**src/rtl/uart_pkg.sv**
```systemverilog
// rtl/uart_pkg.sv - shared UART definitions (state encoding, defaults, data width)
//
// Purpose: common constants and the receive/transmit FSM state type for the UART blocks.
// Ports: none (package).
package uart_pkg;

  localparam int DEFAULT_CYCLES_PER_BIT = 868;  // 100 MHz / 115200 baud
  localparam int DATA_W                 = 8;

  typedef enum logic [2:0] {
    ST_IDLE    = 3'd0,
    ST_START   = 3'd1,
    ST_DATA    = 3'd2,
    ST_PARITY  = 3'd3,
    ST_STOP    = 3'd4,
    ST_DELIVER = 3'd5,
    ST_BREAK   = 3'd6
  } uart_state_t;

endpackage

```
**src/rtl/sync_2ff.sv**
```systemverilog
// rtl/sync_2ff.sv - two-flop synchroniser for a single asynchronous input
//
// Purpose: bring an asynchronous 1-bit signal into the clk domain.
// Ports:
//   clk        in  system clock
//   m_aresetn  in  asynchronous active-low reset (both flops load RESET_VAL)
//   d          in  asynchronous input
//   q          out synchronised output
module sync_2ff #(
  parameter logic RESET_VAL = 1'b0
) (
  input  logic clk,
  input  logic m_aresetn,
  input  logic d,
  output logic q
);

  logic meta;

  always_ff @(posedge clk or negedge m_aresetn) begin
    if (!m_aresetn) begin
      meta <= RESET_VAL;
      q    <= RESET_VAL;
    end else begin
      meta <= d;
      q    <= meta;
    end
  end

endmodule

```
**src/rtl/uart_rx.sv**
```systemverilog
// rtl/uart_rx.sv - 8N1 (optionally 8E1) UART receiver with valid/ready byte output
//
// Purpose: samples uart_rxd mid-bit with a cycle counter, delivers bytes on a
//   valid/ready handshake, reports framing errors and overruns.
// Optional feature: define UART_RX_PARITY_EN for an even parity bit after D7
//   (mismatch pulses rx_perr in the delivery cycle; without it rx_perr is 0).
// Ports:
//   clk        in  system clock
//   m_aresetn  in  asynchronous active-low reset
//   uart_rxd   in  asynchronous serial line, idle high
//   rx_valid   out rx_data holds an unconsumed byte
//   rx_data    out received byte (LSB first on the line)
//   rx_ready   in  consumer accepts the byte when rx_valid && rx_ready
//   rx_ferr    out one-cycle pulse: stop bit sampled low
//   rx_perr    out one-cycle pulse: parity mismatch
//   rx_overrun out sticky: a byte completed while the previous one was unconsumed
module uart_rx
  import uart_pkg::*;
#(
  parameter int CYCLES_PER_BIT = DEFAULT_CYCLES_PER_BIT,
  parameter int STOP_BITS      = 1
) (
  input  logic              clk,
  input  logic              m_aresetn,
  input  logic              uart_rxd,
  output logic              rx_valid,
  output logic [DATA_W-1:0] rx_data,
  input  logic              rx_ready,
  output logic              rx_ferr,
  output logic              rx_perr,
  output logic              rx_overrun
);

  localparam int            CW       = $clog2(CYCLES_PER_BIT);
  localparam logic [CW-1:0] CNT_LAST = CW'(CYCLES_PER_BIT - 1);
  localparam logic [CW-1:0] CNT_MID  = CW'(CYCLES_PER_BIT / 2 - 1);

  logic              rxs;
  uart_state_t       state;
  logic [CW-1:0]     cnt;
  logic [2:0]        bit_idx;
  logic              stop_idx;
  logic [DATA_W-1:0] shreg;
  logic              cnt_last;
  logic              take;

  sync_2ff #(.RESET_VAL(1'b1)) u_sync (
    .clk       (clk),
    .m_aresetn (m_aresetn),
    .d         (uart_rxd),
    .q         (rxs)
  );

  assign cnt_last = (cnt == CNT_LAST);
  assign take     = rx_valid && rx_ready;

`ifdef UART_RX_PARITY_EN
  logic par_bit;
  logic perr_q;
  assign rx_perr = perr_q;
`else
  assign rx_perr = 1'b0;
`endif

  always_ff @(posedge clk or negedge m_aresetn) begin
    if (!m_aresetn) begin
      state      <= ST_IDLE;
      cnt        <= '0;
      bit_idx    <= '0;
      stop_idx   <= 1'b0;
      shreg      <= '0;
      rx_valid   <= 1'b0;
      rx_data    <= '0;
      rx_ferr    <= 1'b0;
      rx_overrun <= 1'b0;
`ifdef UART_RX_PARITY_EN
      par_bit    <= 1'b0;
      perr_q     <= 1'b0;
`endif
    end else begin
      rx_ferr <= 1'b0;
`ifdef UART_RX_PARITY_EN
      perr_q  <= 1'b0;
`endif
      // Counter free-runs; every state transition below reloads it to 0.
      cnt <= cnt + CW'(1);
      if (take) rx_valid <= 1'b0;

      case (state)
        ST_IDLE: begin
          cnt <= '0;
          if (!rxs) state <= ST_START;
        end

        ST_START: begin
          if (cnt == CNT_MID) begin
            cnt     <= '0;
            bit_idx <= '0;
            // A start bit that is gone by mid-bit is line noise; drop it silently.
            state   <= rxs ? ST_IDLE : ST_DATA;
          end
        end

        ST_DATA: begin
          if (cnt_last) begin
            cnt     <= '0;
            shreg   <= {rxs, shreg[DATA_W-1:1]};
            bit_idx <= bit_idx + 3'd1;
            if (bit_idx == 3'd7) begin
              stop_idx <= 1'b0;
`ifdef UART_RX_PARITY_EN
              state    <= ST_PARITY;
`else
              state    <= ST_STOP;
`endif
            end
          end
        end

`ifdef UART_RX_PARITY_EN
        ST_PARITY: begin
          if (cnt_last) begin
            cnt     <= '0;
            par_bit <= rxs;
            state   <= ST_STOP;
          end
        end
`endif

        ST_STOP: begin
          if (cnt_last) begin
            cnt <= '0;
            if (!rxs) begin
              rx_ferr <= 1'b1;
              state   <= ST_BREAK;
            end else if (STOP_BITS == 1 || stop_idx) begin
              state <= ST_DELIVER;
            end else begin
              stop_idx <= 1'b1;
            end
          end
        end

        ST_DELIVER: begin
          cnt      <= '0;
          rx_valid <= 1'b1;
          rx_data  <= shreg;
          // Same-cycle handshake frees the slot, so only an unconsumed byte overruns.
          if (rx_valid && !rx_ready) rx_overrun <= 1'b1;
`ifdef UART_RX_PARITY_EN
          perr_q   <= (^shreg) ^ par_bit;
`endif
          state    <= ST_IDLE;
        end

        ST_BREAK: begin
          cnt <= '0;
          if (rxs) state <= ST_IDLE;
        end

        default: begin
          cnt   <= '0;
          state <= ST_IDLE;
        end
      endcase
    end
  end

endmodule

```
**config.mk**
```make
export PLATFORM = sky130hd
export DESIGN_NAME = uart_rx
export DESIGN_NICKNAME = d
export VERILOG_FILES = /design/src/rtl/uart_pkg.sv /design/src/rtl/sync_2ff.sv /design/src/rtl/uart_rx.sv
export SDC_FILE = /design/constraint.sdc
export NUM_CORES = 1
export LEC_CHECK = 0
export CORE_MARGIN = 2
export CORE_UTILIZATION = 30
export CTS_BUF_LIST = sky130_fd_sc_hd__clkbuf_8 sky130_fd_sc_hd__clkbuf_16
export DETAILED_ROUTE_END_ITERATION = 10
export SLEW_MARGIN = 25
export SYNTH_ARGS = -nofsm -noshare
export SYNTH_HDL_FRONTEND = slang
export SYNTH_SLANG_ARGS = --single-unit
```
**constraint.sdc**
```tcl
create_clock -name clk -period 4.7 [get_ports clk]
set_input_delay 1.41 -clock clk [delete_from_list [all_inputs] [get_ports clk]]
set_output_delay 1.41 -clock clk [all_outputs]
set_load 0.01 [all_outputs]
```
Yosys cells after proc, flatten, opt, wreduce, memory -nomap -nowiden. Cells that the tools add are included.

Flip-flop bits (word level): 37. Input port bits: 4. Output and inout bits: 12. Word-level logic and storage cells: 57.

Add/sub/neg operators: 2. Equal/unequal tests: 14. Muxes and demuxes: 20. Reduce and logical (&&, ||, !) cells: 11.

Operator list (number): $mux 3 (8); $mux 10 (2); $pmux 10 s2 (1); $pmux 3 s5 (1); $eq 3x3->1 const B (4); $add 10x1->10 const B (1); $eq 10x10->1 const B (1); $eq 10x9->1 const B (1); $ne 2x2->1 const B (5); $pmux 3 s2 (1); $reduce_and 6->1 (1); $mux 1 (5); $mux 2 (2); $reduce_and 2->1 (2); $reduce_bool 2->1 (2); $add 3x1->3 const B (1); $eq 3x1->1 const B (1); $eq 3x2->1 const B (1); $logic_not 3->1 (1); $reduce_and 3->1 (1); $logic_and 1x1->1 (2); $ne 2x1->1 const B (1); $reduce_or 2->1 (1); $logic_not 1->1 (1).

Longest topological paths before layout. Gate-level depths: netlist of the first run.

Depth in word-level cells: 4. Depth in mapped cells: 6. Mapped depth without buffers: 6.

Modules after synthesis. From an unflattened synthesis of the first run, not the netlist that was laid out.

Cell total of the unflattened synthesis: 141. Area total of the unflattened synthesis: 1716.6 um^2.

By module, submodules not included: uart_rx (instances 1, cells an instance 139, area an instance 1664.1 um^2, seq. area each 875.8 um^2); sync_2ff (instances 1, cells an instance 2, area an instance 52.6 um^2, seq. area each 52.6 um^2).

Worst setup path before layout of the first run. Ideal clock, no wire load.

Path kind: flip-flop to output port. Start: reg rx_valid. End: out rx_valid. Arrival time: 385 ps. Required time: 3290 ps. Slack: 2905 ps. Stages on the path, launching flop included: 1. Buffers on the path: 0. Path through: dfrtp_1.

RTL lines: start: declaration (line uart_rx.sv:26) `output logic rx_valid,`; start signal: assignment (line uart_rx.sv:72) `rx_valid <= 1'b0;`; start signal: assignment (line uart_rx.sv:87) `if (take) rx_valid <= 1'b0;`; start signal: assignment (line uart_rx.sv:146) `rx_valid <= 1'b1;`.

No word-level cell between the ends.

Worst setup path after layout of the first run.
Start: reg rx_data[7]. End: out rx_data[7].

RTL lines: start: declaration (line uart_rx.sv:27) `output logic [DATA_W-1:0] rx_data,`; start signal: assignment (line uart_rx.sv:147) `rx_data <= shreg;`.

No word-level cell between the ends.

==> run metrics, run 1 <==
Total GRT Usage 0.106; Antenna Cells 0; worst hold path depth 0; IO Port Bufs 14; clock slew at reported path FFs 80 ps; vias in the first global route 1078; Min Hold Slack 361 ps; Worst slew margin 0.423; Skew-Pair Late Insertion Delay a little under 300 ps; Final #Nets 168; multi-input combinational cell area 741 sq um; First-pass DRT Iterations 4; Slew Viols, Final 0; GPL Wtd Cong 0.801; worst path arrival time 1190 ps; TritonCTS Buffers 5; wire length on met3 104 um; core area 5540 sq um; final critical-path share of the clock period 0.552; Fillers 567; WS Path Type reg -> out; crit start category register; Reg2Reg Depth 4; Reg area 928 sq um; total power 0.552 mW; hold buffers post-CTS 0; highest metal used met4; area grow syn2layout 16.1%; mean area per synthesized cell 12.0 sq um; Hold Vio Cnt, Final 0; Post-synth ARST share 1.00; Vias per Instance ~4.7; post-synthesis instance total 144; I/O pin count 16; Synth Cell Area 1730 sq um; top cells by area, synth dfrtp_1, mux2_4, mux2_2; count leader, synth dfrtp_1; crit path max fanout 2; Post-route DRC 0; WL per Instance between 10 and 15 um; first-pass GRT wire length 5130 um; setup repair bufs after CTS 0; fin cells 233; EDFF count, synth 0; yosys warns 0; setup ws final 2100 ps; buffer depth of the longest clock path 2; grt ovf 0; outcome complete, no violations; ys flop type dfrtp_1; critical path's slowest cell clkdlybuf4s50_1; drt total wl roughly 2800 um; Power per Cell Area 276 nW/um^2; final setup vio count 0; dpl cell area roughly 1900 sq um; largest net degree at the start of global routing 38; worst path bufs/invs 1; Synth area leader dfrtp_1; Worst Path Required 3290 ps; largest delay contributor family on the critical path buffers and inverters; Pleak 0.932 nW; DP HPWL approximately 1900 um; Critical Path Stages 1; Fmax 0.385 GHz; # rows 27; post-synth net total 152; CTS Root Cell clkbuf_8; Distinct cells, synth 37; Commonest cells post-synth dfrtp_1, nor2_1, nand2_1, mux2_2, mux2_4; Detail Route Antenna Nets 0; Die Y 79.8 um; worst-margin pin slew 859 ps; #FFs+latches synth 37; Die Footprint 6370 sq um; post-place setup slack between 2000 and 2500 ps; min-delay worst type reg -> reg; post-layout util 0.362; RSZ-0062 raised after global routing false; final instance area 2000 sq um; Initial Util 0.311; Inst Count DP 225; maximum VDD drop 165 uV; WL met1 1470 um; Worst Clk Skew 4.00 ps; CP endpoint kind output port; register area share after synthesis 0.538; htree depth 2; post_cts resized 0; met2 WL post-DR 1190 um; min Tclk post-route about 2600 ps; critical-path cell list clkdlybuf4s50_1; TritonCTS sink count 37; max_cap viols 0; initial antenna violation count 0; CTS tree built; layout cells sized above 1 0.193; setup TNS 0 ps; 1st-iter DRT viols 56; vias after detailed routing ~1100; Crit path largest cell delay 540 ps; area fraction of the dominant cell type after synthesis 0.508; die width 79.8 um
state kept, by name (all words and copies together) (netlist names):
register / count
rx_valid: 1
rx_ferr: 1
cnt: 10
u_sync.q: 1
rx_overrun: 1
rx_data: 8
u_sync.meta: 1
shreg: 8
state: 3
bit_idx: 3
power by group:
part / total (mW) / switching [mW] / leakage (nW) / internal [mW]
combinational: 0.00852 / 0.00657 / 0.392 / 0.00196
sequential: 0.321 / 0.000848 / 0.495 / 0.320
clock: 0.223 / 0.118 / 0.0445 / 0.105
area by class of cell:
| type | instances | share of cell area |
|---|---|---|
| sequential | 37 | 0.463 |
| multi-input combinational | 97 | 0.370 |
| timing repair buffer | 14 | 0.0675 |
| tap | 72 | 0.0450 |
| clock buffer | 5 | 0.0344 |
| clock inverter | 3 | 0.0106 |
| inverter | 5 | 0.00937 |
routing by layer:
metal,vias to the layer above,GRT usage
met1,534,0.145
met4,0,0.0508
met2,22,0.152
met3,4,0.0317
met5,-,0
li1,524,-
path summary, 6_finish.rpt:
kind	from	to	slack, ps
setup / recovery	rx_data[7]	rx_data[7]	2100
hold / removal	u_sync.meta	u_sync.q	360
setup reg to reg	cnt[0]	shreg[7]	2450
hold reg to reg	u_sync.meta	u_sync.q	360
max in group asynchronous	m_aresetn	cnt[3]	2960
min in group asynchronous	m_aresetn	cnt[4]	1220
placed cells by master (no fill, tap or decap), types with 2 or more instances in the layout:
cell type	netlist	routed
mux2_4	7	7
dfrtp_1	35	35
inv_1	5	5
a21oi_1	5	5
nor2_1	13	13
nand4_1	5	5
nand2_1	10	10
nand3_1	5	5
o21ai_0	4	4
nand2b_1	4	4
clkbuf_8	0	5
nor3_1	3	3
clkdlybuf4s50_1	0	13
and2_1	2	2
xor2_1	5	5
xnor2_1	4	4
ha_1	4	4
dfstp_2	2	2
mux2_2	9	9
kinds of logic (layout without fill, tap and decap cells):
kind of cell / Yosys count / count (layout) / synth area share
compound gates: 13 / 13 / 0.0551
xor+xnor: 9 / 9 / 0.0457
fa+ha+maj: 4 / 4 / 0.0290
buf+inv: 10 / 27 / 0.0326
flops: 37 / 37 / 0.538
mux: 16 / 16 / 0.120
other cells: 1 / 1 / 0.00217
simple gates: 54 / 54 / 0.178
(Power assumes the default switching activity.)
==> run 2: changes to the inputs <==
clock period = 2.5 ns   (was 4.7 ns; I/O delays follow)
==> run metrics, run 2 (synthesized netlist as in run 1, its figures left out) <==
outcome complete, no violations (unchanged); TritonCTS sink count 37 (unchanged); Hold Vio Cnt, Final 0 (unchanged); First-pass DRT Iterations 4 (unchanged); Pleak 0.944 nW (was 0.932 nW); Worst Clk Skew 9.53 ps (was 4.00 ps); RSZ-0062 raised after global routing false (unchanged); Crit path largest cell delay 540 ps (about the same); Skew-Pair Late Insertion Delay 290 ps (about the same); dpl cell area 1920 sq um (was 1910 sq um); Total GRT Usage 0.102 (was 0.106); most frequent cells in the layout dfrtp_1, nor2_1, clkdlybuf4s50_1, nand2_1, mux2_2 (unchanged); vias in the first global route 1040 (was 1078); setup repair bufs after CTS 0 (unchanged); commonest non-fill, non-tap cell in the layout dfrtp_1 (unchanged); crit path max fanout 2 (unchanged); first-pass GRT wire length 4970 um (was 5130 um); max reg flops 10 (unchanged); Largest Register cnt (unchanged); setup TNS 0 ps (unchanged); I/O pin count 16 (unchanged); DP HPWL 1930 um (was 1900 um); Reg area 928 sq um (unchanged); final instance area 2020 sq um (was 2000 sq um); core area 5540 sq um (unchanged); 1st-iter DRT viols 89 (was 56); Antenna Cells 0 (unchanged); max_cap viols 0 (unchanged); R2R setup slack 590 ps (was 2450 ps); Slew Viols, Final 0 (unchanged); layout cells sized above 1 0.198 (was 0.193); CTS tree built (unchanged); worst path arrival time 1180 ps (was 1190 ps); vias after detailed routing 1070 (was 1084); final setup vio count 0 (unchanged); worst hold path depth 0 (unchanged); worst-margin pin slew 797 ps (was 859 ps); die width 79.8 um (unchanged); worst path bufs/invs 1 (unchanged); area grow syn2layout 16.9% (was 16.1%); Worst slew margin 0.469 (was 0.423); Initial Util 0.311 (unchanged); largest net degree at the start of global routing 38 (unchanged); initial antenna violation count 0 (unchanged); reg2reg start cnt[0] (unchanged); CTS Root Cell clkbuf_8 (unchanged); largest delay contributor family on the critical path buffers and inverters (unchanged); GPL Wtd Cong 0.811 (was 0.801); min Tclk post-route 1930 ps; setup ws final 568 ps (was 2100 ps); critical path's slowest cell clkdlybuf4s50_1 (unchanged); maximum VDD drop 317 uV (was 165 uV); # rows 27 (unchanged); worst hold start u_sync.meta (unchanged); Die Y 79.8 um (unchanged); Vias per Instance 4.57 (was 4.65); Die Footprint 6370 sq um (unchanged); htree depth 2 (unchanged); min-delay worst type reg -> reg (unchanged); hold buffers post-CTS 0 (unchanged); Reg2Reg Depth 5 (was 4); post-place setup slack 595 ps (was 2420 ps); biggest regs cnt: 10 flops, rx_data: 8 flops, shreg: 8 flops (unchanged); drt total wl 2780 um (was 2810 um); reg2reg end cnt[8] (was shreg[7]); grt ovf 0 (unchanged); TritonCTS Buffers 5 (unchanged); final critical-path share of the clock period 0.773; WS Path Type reg -> out (unchanged); Detail Route Antenna Nets 0 (unchanged); crit start category register (unchanged); Fillers 576 (was 567); multi-input combinational cell area 741 sq um (unchanged); Final #Nets 169 (was 168); Fmax 0.517 GHz; Worst Path Required 1750 ps (was 3290 ps); CP endpoint kind output port (unchanged); Hold EP u_sync.q (unchanged); WL per Instance 11.9 um (was 12.1 um); post_cts resized 0 (unchanged); clock slew at reported path FFs 80 ps (about the same); Power per Cell Area 522 nW/um^2 (was 276 nW/um^2); critical-path cell list clkdlybuf4s50_1 (unchanged); Post-route DRC 0 (unchanged); buffer depth of the longest clock path 2 (unchanged); IO Port Bufs 14 (unchanged)
-- run 2: layout make-up --
| class | count | share of cell area |
|---|---|---|
| flip-flops and latches | 37 | 0.460 |
| multi-input cells | 97 | 0.367 |
| repair buffers | 15 | 0.0707 |
| well taps | 72 | 0.0447 |
| clock buffers | 6 | 0.0409 |
| inverters | 5 | 0.00931 |
| clock inverters | 2 | 0.00682 |
-- run 2: worst reg2reg max path, stage by stage, from the launching register on --
cell,delay [ps]
dfrtp_1,410
ha_1,220
nand4b_1,220
or2_2,400
o311ai_4,430
nor2_1,110
-- run 2: where the power goes --
part | switching, mW | internal [mW] | leakage (nW) | total [mW]
logic | 0.0118 | 0.00367 | 0.398 | 0.0155
clock network | 0.212 | 0.223 | 0.0512 | 0.436
registers | 0.00150 | 0.601 | 0.495 | 0.603
total | 0.226 | 0.828 | 0.944 | 1.05
-- run 2: through the flow --
step / power [mW] / std cells / hold slack [ps] / util
detailed placement: 0.631 / 226 / 347 / 0.347
global route: 1.10 / 234 / 364 / 0.364
CTS: 1.08 / 234 / 358 / 0.364
finish: 1.05 / 234 / 357 / 0.364
floorplan: 0.616 / 144 / 345 / -
global placement: 0.631 / 226 / 347 / 0.347
-- run 2: metal layers --
layer  global-route usage  wire length, um  vias to the layer above
li1                     -                -                      527
met1                0.138             1420                      519
met2                0.148             1190                       18
met3               0.0238               98                        6
met4               0.0559               73                        0
met5                    0                0                        -
-- run 2: worst max path at each step --
stage	to	slack, ps	start	depth (start not counted)
after CTS	rx_data[6]	540	rx_data[6]	1
after global placement	shreg[7]	590	state[2]	4
final	rx_data[6]	570	rx_data[6]	1
after detailed placement	cnt[8]	590	cnt[0]	5
after floorplan	shreg[0]	740	state[2]	5
after global routing	cnt[7]	430	cnt[0]	5
